**config.mk**
```make
export PLATFORM = sky130hd
export DESIGN_NAME = pipeline_hazard_controller
export DESIGN_NICKNAME = d
export VERILOG_FILES = /design/src/rtl/pipeline_hazard_controller_pkg.sv /design/src/rtl/pipeline_hazard_controller_forwarding_select.sv /design/src/rtl/pipeline_hazard_controller.sv
export SDC_FILE = /design/constraint.sdc
export NUM_CORES = 1
export LEC_CHECK = 0
export ABC_AREA = 1
export ABC_CLOCK_PERIOD_IN_PS = 1900
export BUFFER_PORTS_ARGS = -buffer_cell sky130_fd_sc_hd__buf_2
export CAP_MARGIN = 0
export CORE_MARGIN = 1
export CORE_UTILIZATION = 35
export CTS_CLUSTER_DIAMETER = 30
export CTS_CLUSTER_SIZE = 16
export DETAILED_ROUTE_END_ITERATION = 8
export PLACE_DENSITY_LB_ADDON = 0.05
export SLEW_MARGIN = 20
export SYNTH_ARGS = -nofsm -noshare
export SYNTH_HDL_FRONTEND = slang
export SYNTH_SLANG_ARGS = --single-unit
```
**constraint.sdc**
```tcl
create_clock -name clk -period 1.9 [get_ports clk]
set_input_delay 0 -clock clk [delete_from_list [all_inputs] [get_ports clk]]
set_output_delay 0 -clock clk [all_outputs]
set_load 0.005 [all_outputs]
```
**src/rtl/pipeline_hazard_controller_pkg.sv**
```systemverilog
// Shared types and constants for the pipeline hazard controller: FSM encoding,
// forwarding-select codes and the register-index width.
package pipeline_hazard_controller_pkg;

  localparam int REG_W = 5;

  typedef logic [REG_W-1:0] reg_idx_t;

  typedef enum logic [1:0] {
    RUN      = 2'd0,
    STALL    = 2'd1,
    MUL_WAIT = 2'd2
  } hz_state_t;

  typedef logic [1:0] fwd_sel_t;

  localparam fwd_sel_t FWD_REG = 2'd0;
  localparam fwd_sel_t FWD_EX  = 2'd1;
  localparam fwd_sel_t FWD_MEM = 2'd2;

  // r0 is hard-wired to zero, so it can never be the source of a hazard.
  function automatic logic reg_hit(input reg_idx_t wreg, input reg_idx_t rs,
                                   input reg_idx_t rt);
    return (wreg != '0) && ((wreg == rs) || (wreg == rt));
  endfunction

endpackage

```
**src/rtl/pipeline_hazard_controller_forwarding_select.sv**
```systemverilog
// Operand forwarding mux select for one ID source register; the nearer
// EX/MEM producer takes priority over MEM/WB.
module forwarding_select
  import pipeline_hazard_controller_pkg::*;
(
  input  reg_idx_t src_reg,
  input  logic     exmem_regwrite,
  input  reg_idx_t exmem_wreg,
  input  logic     memwb_regwrite,
  input  reg_idx_t memwb_wreg,
  output fwd_sel_t fwd_sel
);

  logic ex_match;
  logic mem_match;

  assign ex_match  = exmem_regwrite && (exmem_wreg != '0) && (exmem_wreg == src_reg);
  assign mem_match = memwb_regwrite && (memwb_wreg != '0) && (memwb_wreg == src_reg);

  always_comb begin
    if (ex_match) begin
      fwd_sel = FWD_EX;
    end else if (mem_match) begin
      fwd_sel = FWD_MEM;
    end else begin
      fwd_sel = FWD_REG;
    end
  end

endmodule

```
**src/rtl/pipeline_hazard_controller.sv**
```systemverilog
// Hazard unit for a 5-stage pipeline with branch resolution in ID and a
// multi-cycle multiplier: stall/bubble/flush control plus operand forwarding.
module pipeline_hazard_controller
  import pipeline_hazard_controller_pkg::*;
#(
  parameter int MUL_LAT = 4
) (
  input  logic       clk,
  input  logic       reset_n,
  input  reg_idx_t   id_rs,
  input  reg_idx_t   id_rt,
  input  logic       id_branch,
  input  logic       id_redirect,
  input  logic       id_mul,
  input  logic       idex_memread,
  input  logic       idex_regwrite,
  input  reg_idx_t   idex_wreg,
  input  logic       exmem_memread,
  input  logic       exmem_regwrite,
  input  reg_idx_t   exmem_wreg,
  input  logic       memwb_regwrite,
  input  reg_idx_t   memwb_wreg,
  output logic       pc_write,
  output logic       ifid_write,
  output logic       Ctrl_Mux_Select_Stall,
  output logic       ifid_flush,
  output logic [1:0] Ctrl_FwdA,
  output logic [1:0] Ctrl_FwdB,
  output logic       mul_busy
);

  // MUL_LAT-1 always fits in ceil(log2(MUL_LAT)) bits for MUL_LAT >= 2.
  localparam int CNT_W = $clog2(MUL_LAT);

  hz_state_t        state, state_nx;
  logic [1:0]       stall_cnt, stall_cnt_nx;
  logic [CNT_W-1:0] mul_cnt, mul_cnt_nx;
  logic [1:0]       stall_n;
  logic             hold;
  logic             hit_idex;
  logic             hit_exmem;

  assign hit_idex  = reg_hit(idex_wreg, id_rs, id_rt);
  assign hit_exmem = reg_hit(exmem_wreg, id_rs, id_rt);

  // Terms are applied in ascending order so the last match is the maximum.
  always_comb begin
    stall_n = 2'd0;
    if (!id_branch && idex_memread && hit_idex) begin
      stall_n = 2'd1;
    end
    if (id_branch && exmem_memread && hit_exmem) begin
      stall_n = 2'd1;
    end
    if (id_branch && idex_regwrite && !idex_memread && hit_idex) begin
      stall_n = 2'd1;
    end
    if (id_branch && idex_memread && hit_idex) begin
      stall_n = 2'd2;
    end
  end

  // NOTE: state registers use non-blocking assignments so every flop samples
  // the pre-edge value of its neighbours regardless of evaluation order.
  always_ff @(posedge clk or negedge reset_n) begin
    if (!reset_n) begin
      state     <= RUN;
      stall_cnt <= '0;
      mul_cnt   <= '0;
    end else begin
      state     <= state_nx;
      stall_cnt <= stall_cnt_nx;
      mul_cnt   <= mul_cnt_nx;
    end
  end

  // NOTE: every signal written here gets a default first, so no path through
  // the case can leave one unassigned and infer a latch.
  always_comb begin
    state_nx     = state;
    stall_cnt_nx = stall_cnt;
    mul_cnt_nx   = mul_cnt;
    hold         = 1'b0;
    ifid_flush   = 1'b0;

    unique case (state)
      RUN: begin
        if (stall_n != 2'd0) begin
          // A hazard beats both a redirect and a new multiply.
          hold = 1'b1;
          if (stall_n == 2'd2) begin
            state_nx     = STALL;
            stall_cnt_nx = 2'd1;
          end
        end else begin
          ifid_flush = id_redirect;
          if (id_mul) begin
            state_nx   = MUL_WAIT;
            mul_cnt_nx = CNT_W'(MUL_LAT - 1);
          end
        end
      end
      STALL: begin
        hold         = 1'b1;
        stall_cnt_nx = stall_cnt - 2'd1;
        if (stall_cnt <= 2'd1) begin
          state_nx     = RUN;
          stall_cnt_nx = 2'd0;
        end
      end
      MUL_WAIT: begin
        hold       = 1'b1;
        mul_cnt_nx = mul_cnt - CNT_W'(1);
        if (mul_cnt <= CNT_W'(1)) begin
          state_nx   = RUN;
          mul_cnt_nx = '0;
        end
      end
      default: begin
        state_nx     = RUN;
        stall_cnt_nx = '0;
        mul_cnt_nx   = '0;
      end
    endcase

    // Outputs show the idle pipeline while reset is held, whatever the inputs.
    if (!reset_n) begin
      hold       = 1'b0;
      ifid_flush = 1'b0;
    end
  end

  assign pc_write              = !hold;
  assign ifid_write            = !hold;
  assign Ctrl_Mux_Select_Stall = !hold;
  assign mul_busy              = (state == MUL_WAIT);

  forwarding_select u_fwd_rs (
    .src_reg        (id_rs),
    .exmem_regwrite (exmem_regwrite),
    .exmem_wreg     (exmem_wreg),
    .memwb_regwrite (memwb_regwrite),
    .memwb_wreg     (memwb_wreg),
    .fwd_sel        (Ctrl_FwdA)
  );

  forwarding_select u_fwd_rt (
    .src_reg        (id_rt),
    .exmem_regwrite (exmem_regwrite),
    .exmem_wreg     (exmem_wreg),
    .memwb_regwrite (memwb_regwrite),
    .memwb_wreg     (memwb_wreg),
    .fwd_sel        (Ctrl_FwdB)
  );

endmodule
```
==> impl_metrics.csv, run 1 <==
group,metric,value,unit
critical_path,crit_arrival,1.46,ns
floorplan,ios,44,
hold_path,hold_class,"primary input to async pin",
power,powerDensity,703.2,mW/mm²
floorplan,rows,18,
critical_path,cp-start-kind,"flip-flop",
cts,ctsLongestPathBuffers,2,
yosys,yosysSeqAreaShare,15.25,%
cts,numCtsBuffers,3,
routing,drc,0,
routing,post_drt_wl_per_cell,10.29,µm
yosys,postSynthCellCount,166,
critical_path,crit_start,"state[0]$_DFFE_PN0P_",
placement,place_ws,0.5240,ns
finish,drive_gt1_share,31.58,%
power,leakagePower,0.0007645,µW
yosys,syn-num-nets,205,
timing,tightest_slew,0.2993,ns
run_status,status,"complete, no violations",
critical_path,critPathMaxStageDelay,0.39,ns
critical_path,crit_slowest_cell,"dfrtp_1",
finish,syn2layout_area_growth,25.92,%
timing,setup_viol,0,
placement,portBuffers,43,
cts,cts.htree.levels,1,
global_routing,grt_first_pass_wirelength,3974,µm
critical_path,critPathBufInv,3,
yosys,synth_seq_cells,6,
cts,hold_buffers,1,
routing,drt_wl_total,2460,µm
critical_path,crit_family,"flip-flops",
critical_path,critPathRequiredTime,1.90,ns
floorplan,die_w,55.04,µm
job,cap_violations,0,
timing,rsz0062_at_grt,"false",
yosys,synth_flop_cell,"dfrtp_1",
critical_path,cp-end-kind,"output port",
critical_path,cp_max_fo,4,
routing,num_vias,1101,
routing,firstDrtPassIters,4,
routing,ant_nets,0,
cts,root_buffer,"clkbuf_4",
yosys,synth_edf_count,0,
timing,fmax,685.4,MHz
routing,viasPerCell,4.607,
floorplan,die_h,55.04,µm
placement,place.gp.congestion,0.8470,
timing,maxSlewViolCount,0,
timing,fin_tns_setup,0,ns
global_routing,grt_max_degree,9,
yosys,yosysWarnings,0,
finish,final_common_cell,"nand2_1",
routing,drt_iter0_drc,21,
floorplan,start_util,38.35,%
finish,layout_common_cells,"49 x nand2_1, 43 x buf_2, 21 x inv_1",
critical_path,cpMostUsedCell,"inv_1",
cts,cts_tree,"built",
global_routing,grt_pass1_vias,950,
timing,period_share,76.79,%
timing,min_period,1.459,ns
finish,nets,250,
timing,final.setup_skew,0.005068,ns
cts,cts_resized,0,
critical_path,crit_chain,"inv_1 > ha_1 > nand2_2 > inv_1 > o21ai_1 > buf_2",
yosys,syn_area_per_cell,5.932,µm²
critical_path,rr_startpoint,"state[0]$_DFFE_PN0P_",
yosys,netlist_area,984.7,µm²
power,irDropWorstVdd,0.6537,mV
placement,dp_hpwl,2165,µm
yosys,async_reset_ff_share,100.0,%
cts,path_clk_slew,0.05,ns
critical_path,worstSetupPathType,"flip-flop to output port",
timing,hold_viol_final,0,
global_routing,grt_usage,17.84,%
global_routing,antenna_found_initial,0,
floorplan,coreArea,0.002567,mm²
cts,cts.sinks,6,
finish,num_antenna_cells,0,
floorplan,dieArea,0.003029,mm²
finish,n_fill_cell,278,
global_routing,overflow,0,
timing,relSlewSlack,79.86,%
timing,setup_slack,0.4410,ns
cts,postCtsSetupRepairBufs,0,
cts,clock_latency,0.25,ns
yosys,synth_cell_type_count,22,
==> area by class of cell <==
type / count / area [µm²] / area share [%]
multi-input cells: 128 / 699.4 / 56.41
repair buffers: 44 / 225.2 / 18.16
flip-flops and latches: 6 / 150.1 / 12.11
inverters: 28 / 105.1 / 8.476
well taps: 30 / 37.54 / 3.027
clock buffers: 3 / 22.52 / 1.816
==> worst reg2reg max path, cell delays in order (launching register included) <==
cell,delay [ns]
dfrtp_1,0.39
inv_1,0.08
ha_1,0.26
inv_1,0.13
nor2_1,0.05
nor2_1,0.18
nand2_2,0.09
nand2_1,0.06
nand2_1,0.04
==> flip-flops by register name, summed over array words and instances, names as in the netlist <==
register / cells
mul_cnt: 2
stall_cnt: 2
state: 2
==> stage by stage <==
step	power [µW]	hold slack, ns	area (µm²)	std cells	utilization, %
after floorplan	597.8	-0.2956	984.7	166	-
after global placement	746.7	-0.1499	1207	235	47.03
after detailed placement	755.1	-0.1479	1207	235	47.03
after CTS	880.7	0.1230	1240	239	48.29
after global routing	974.4	0.1362	1240	239	48.29
final	871.9	0.1318	1240	239	48.29
==> logic make-up after synthesis <==
logic type	Yosys count	share of synthesized area, %
and+or+nand+nor	95	43.59
xor gates and xnor gates	18	16.01
buffers and inverters	32	13.72
AOI/OAI and AO/OA	11	6.353
adders and majority gates	4	5.083
DFF	6	15.25
==> Yosys cell counts (all sizes together), types with 2 or more instances <==
cell | n | area, µm²
nand2 | 55 | 221.5
inv | 28 | 105.1
dfrtp | 6 | 150.1
xor2 | 11 | 96.34
a21oi | 2 | 13.76
o21ai | 8 | 40.04
nor2 | 17 | 66.32
nand3 | 15 | 95.09
nor3 | 3 | 15.01
xnor2 | 7 | 61.31
ha | 4 | 50.05
nand4 | 3 | 18.77
buf | 4 | 30.03
==> report_power, final <==
| part | switching (µW) | internal, µW |
|---|---|---|
| sequential | 35.9 | 178 |
| clock | 46.5 | 71.5 |
| combinational | 324 | 215 |
| total | 407 | 465 |
==> final timing paths <==
path / to / slack (ns) / cells after the start
max: Ctrl_Mux_Select_Stall / 0.44 / 6
min: mul_cnt[0]$_DFFE_PN0P_ / 0.13 / 2
max reg2reg: mul_cnt[0]$_DFFE_PN0P_ / 0.52 / 8
min reg2reg: stall_cnt[1]$_DFFE_PN0P_ / 0.50 / 2
max in group asynchronous: state[0]$_DFFE_PN0P_ / 1.59 / 2
min in group clk: state[1]$_DFFE_PN0P_ / 0.18 / 5
==> routing by layer <==
| layer | track usage, % | vias to the layer above | part of all wire, % |
|---|---|---|---|
| met5 | 0 | - | 0 |
| met4 | 0.4167 | 0 | 0 |
| met3 | 3.279 | 0 | 5.3 |
| met2 | 28.92 | 30 | 42 |
| met1 | 25.69 | 473 | 52 |
| li1 | - | 598 | - |
(Power assumes the default switching activity.)
==> inputs of run 2 (changes only) <==
--- a/config.mk
+++ b/config.mk
@@ -6,7 +6,7 @@
 export NUM_CORES = 1
 export LEC_CHECK = 0
 export ABC_AREA = 1
-export ABC_CLOCK_PERIOD_IN_PS = 1900
+export ABC_CLOCK_PERIOD_IN_PS = 1250
 export BUFFER_PORTS_ARGS = -buffer_cell sky130_fd_sc_hd__buf_2
 export CAP_MARGIN = 0
 export CORE_MARGIN = 1
==> constraint.sdc (replaced) <==
create_clock -name clk -period 1.25 [get_ports clk]
set_input_delay 0 -clock clk [delete_from_list [all_inputs] [get_ports clk]]
set_output_delay 0 -clock clk [all_outputs]
set_load 0.005 [all_outputs]
==> impl_metrics.csv, run 2 (same netlist as run 1, synthesis figures left out) <==
group,metric,value,unit
finish,syn2layout_area_growth,45.11,%
finish,layout_common_cells,"47 x nand2_1, 43 x buf_2, 17 x inv_1",
cts,cts_tree,"built",
routing,num_vias,1158,
power,powerDensity,1147,mW/mm²
floorplan,rows,18,
finish,n_fill_cell,279,
critical_path,worstSetupPathType,"flip-flop to flip-flop",
cts,path_clk_slew,0.06,ns
cts,numCtsBuffers,3,
floorplan,die_h,55.04,µm
cts,root_buffer,"clkbuf_4",
critical_path,cp-end-kind,"flip-flop",
floorplan,start_util,38.35,%
routing,post_drt_wl_per_cell,10.67,µm
critical_path,crit_arrival,1.38,ns
cts,ctsLongestPathBuffers,2,
timing,maxSlewViolCount,0,
finish,multiInputGateArea,768.2,µm²
cts,cts.sinks,6,
finish,drive_gt1_share,42.67,%
routing,drt_iter0_drc,17,
timing,hold_viol_final,0,
global_routing,grt_usage,19.83,%
placement,dp.cells,248,
timing,relSlewSlack,80.21,%
power,leakagePower,0.0008468,µW
global_routing,grt_pass1_vias,986,
routing,drc,0,
finish,final_common_cell,"nand2_1",
routing,ant_nets,0,
finish,num_antenna_cells,0,
routing,drt_wl_total,2721,µm
critical_path,cp-start-kind,"flip-flop",
global_routing,overflow,0,
job,cap_violations,0,
global_routing,grt_first_pass_wirelength,4333,µm
critical_path,ff2ff_path_depth,8,
cts,cts.htree.levels,1,
placement,place.gp.congestion,0.8769,
timing,fmax,797.6,MHz
run_status,violations,"setup timing",
routing,viasPerCell,4.541,
timing,setup_slack,-0.003750,ns
timing,tightest_slew,0.2930,ns
routing,firstDrtPassIters,4,
timing,rsz0062_at_grt,"true",
cts,clock_latency,0.25,ns
finish,final_cells,255,
floorplan,coreArea,0.002567,mm²
timing,period_share,100.3,%
power,irDropWorstVdd,1.182,mV
floorplan,die_w,55.04,µm
global_routing,antenna_found_initial,0,
critical_path,critPathRequiredTime,1.37,ns
critical_path,cp_max_fo,3,
power,power,1639,µW
finish,nets,266,
finish,reg_top3,"mul_cnt x2, stall_cnt x2, state x2",
finish,seqCellArea,150.1,µm²
floorplan,dieArea,0.003029,mm²
placement,dp_hpwl,2289,µm
timing,min_period,1.254,ns
hold_path,hold_class,"primary input to async pin",
timing,setup_viol,3,
placement,portBuffers,43,
timing,final.setup_skew,0.01358,ns
floorplan,ios,44,
run_status,status,"complete, but fails checks",
global_routing,grt_max_degree,9,
[run 2: changes by cell type in the layout (fill, tap and decap cells not counted), sizes merged]
cell,previous run,this run
buf,43,59
[run 2: per-layer routing]
metal	GRT usage [%]	vias up	share of wire [%]
met5	0	-	0
met4	2.083	0	0
met3	4.372	0	4.5
met2	29.92	34	45
met1	29.29	496	51
li1	-	628	-
[run 2: timing repair]
action / in CTS / in global routing
hold endpoints to repair: 6 / 0
setup buffers: 3 / 0
setup endpoints to repair: 9 / 9
resized for setup: 14 / 6
hold buffers: 1 / 0
pin swaps: 4 / 4
gates cloned: 0 / 0
[run 2: per-stage QoR]
| stage | util [%] | hold slack (ns) | TNS, ns | area, µm² | worst slack [ns] |
|---|---|---|---|---|---|
| floorplan | - | -0.2956 | 0 | 984.7 | 0.008131 |
| global placement | 50.83 | -0.1523 | -0.1008 | 1305 | -0.03315 |
| detailed placement | 50.83 | -0.1474 | -0.2653 | 1305 | -0.04688 |
| CTS | 54.48 | 0.1138 | -0.007939 | 1399 | -0.003785 |
| global route | 55.65 | 0.1481 | -0.4729 | 1429 | -0.07835 |
| finish | 55.65 | 0.1231 | -0.004790 | 1429 | -0.003750 |
[run 2: power by group]
part | internal (µW) | leakage, µW | switching [µW]
registers | 271 | 0.0000755 | 55.4
clock network | 109 | 0.0000138 | 77.8
logic | 534 | 0.000758 | 592
[run 2: critical path, cell delays in order (launching register included)]
cell	delay, ns
dfrtp_1	0.40
buf_4	0.16
ha_2	0.20
nand2_2	0.09
nand2_2	0.06
inv_2	0.06
nand2_2	0.06
nand2_1	0.06
nand2_1	0.05
[run 2: path summary, 6_finish.rpt]
| path | start | endpoint | slack, ns |
|---|---|---|---|
| worst min register to register | mul_cnt[0]$_DFFE_PN0P_ | mul_cnt[0]$_DFFE_PN0P_ | 0.51 |
| min in group clk | id_mul | state[1]$_DFFE_PN0P_ | 0.18 |
| worst max register to register | state[0]$_DFFE_PN0P_ | state[0]$_DFFE_PN0P_ | -0.004 |
| worst min-delay path | reset_n | stall_cnt[1]$_DFFE_PN0P_ | 0.12 |
| worst max-delay path | state[0]$_DFFE_PN0P_ | state[0]$_DFFE_PN0P_ | -0.004 |
| max in group asynchronous | reset_n | state[1]$_DFFE_PN0P_ | 0.95 |
[run 2: area by class of cell]
class / instances / share of cell area [%]
clock buffers: 3 / 1.576
inverters: 28 / 7.356
multi-input cells: 128 / 53.77
flip-flops and latches: 6 / 10.51
well taps: 30 / 2.627
repair buffers: 60 / 24.17
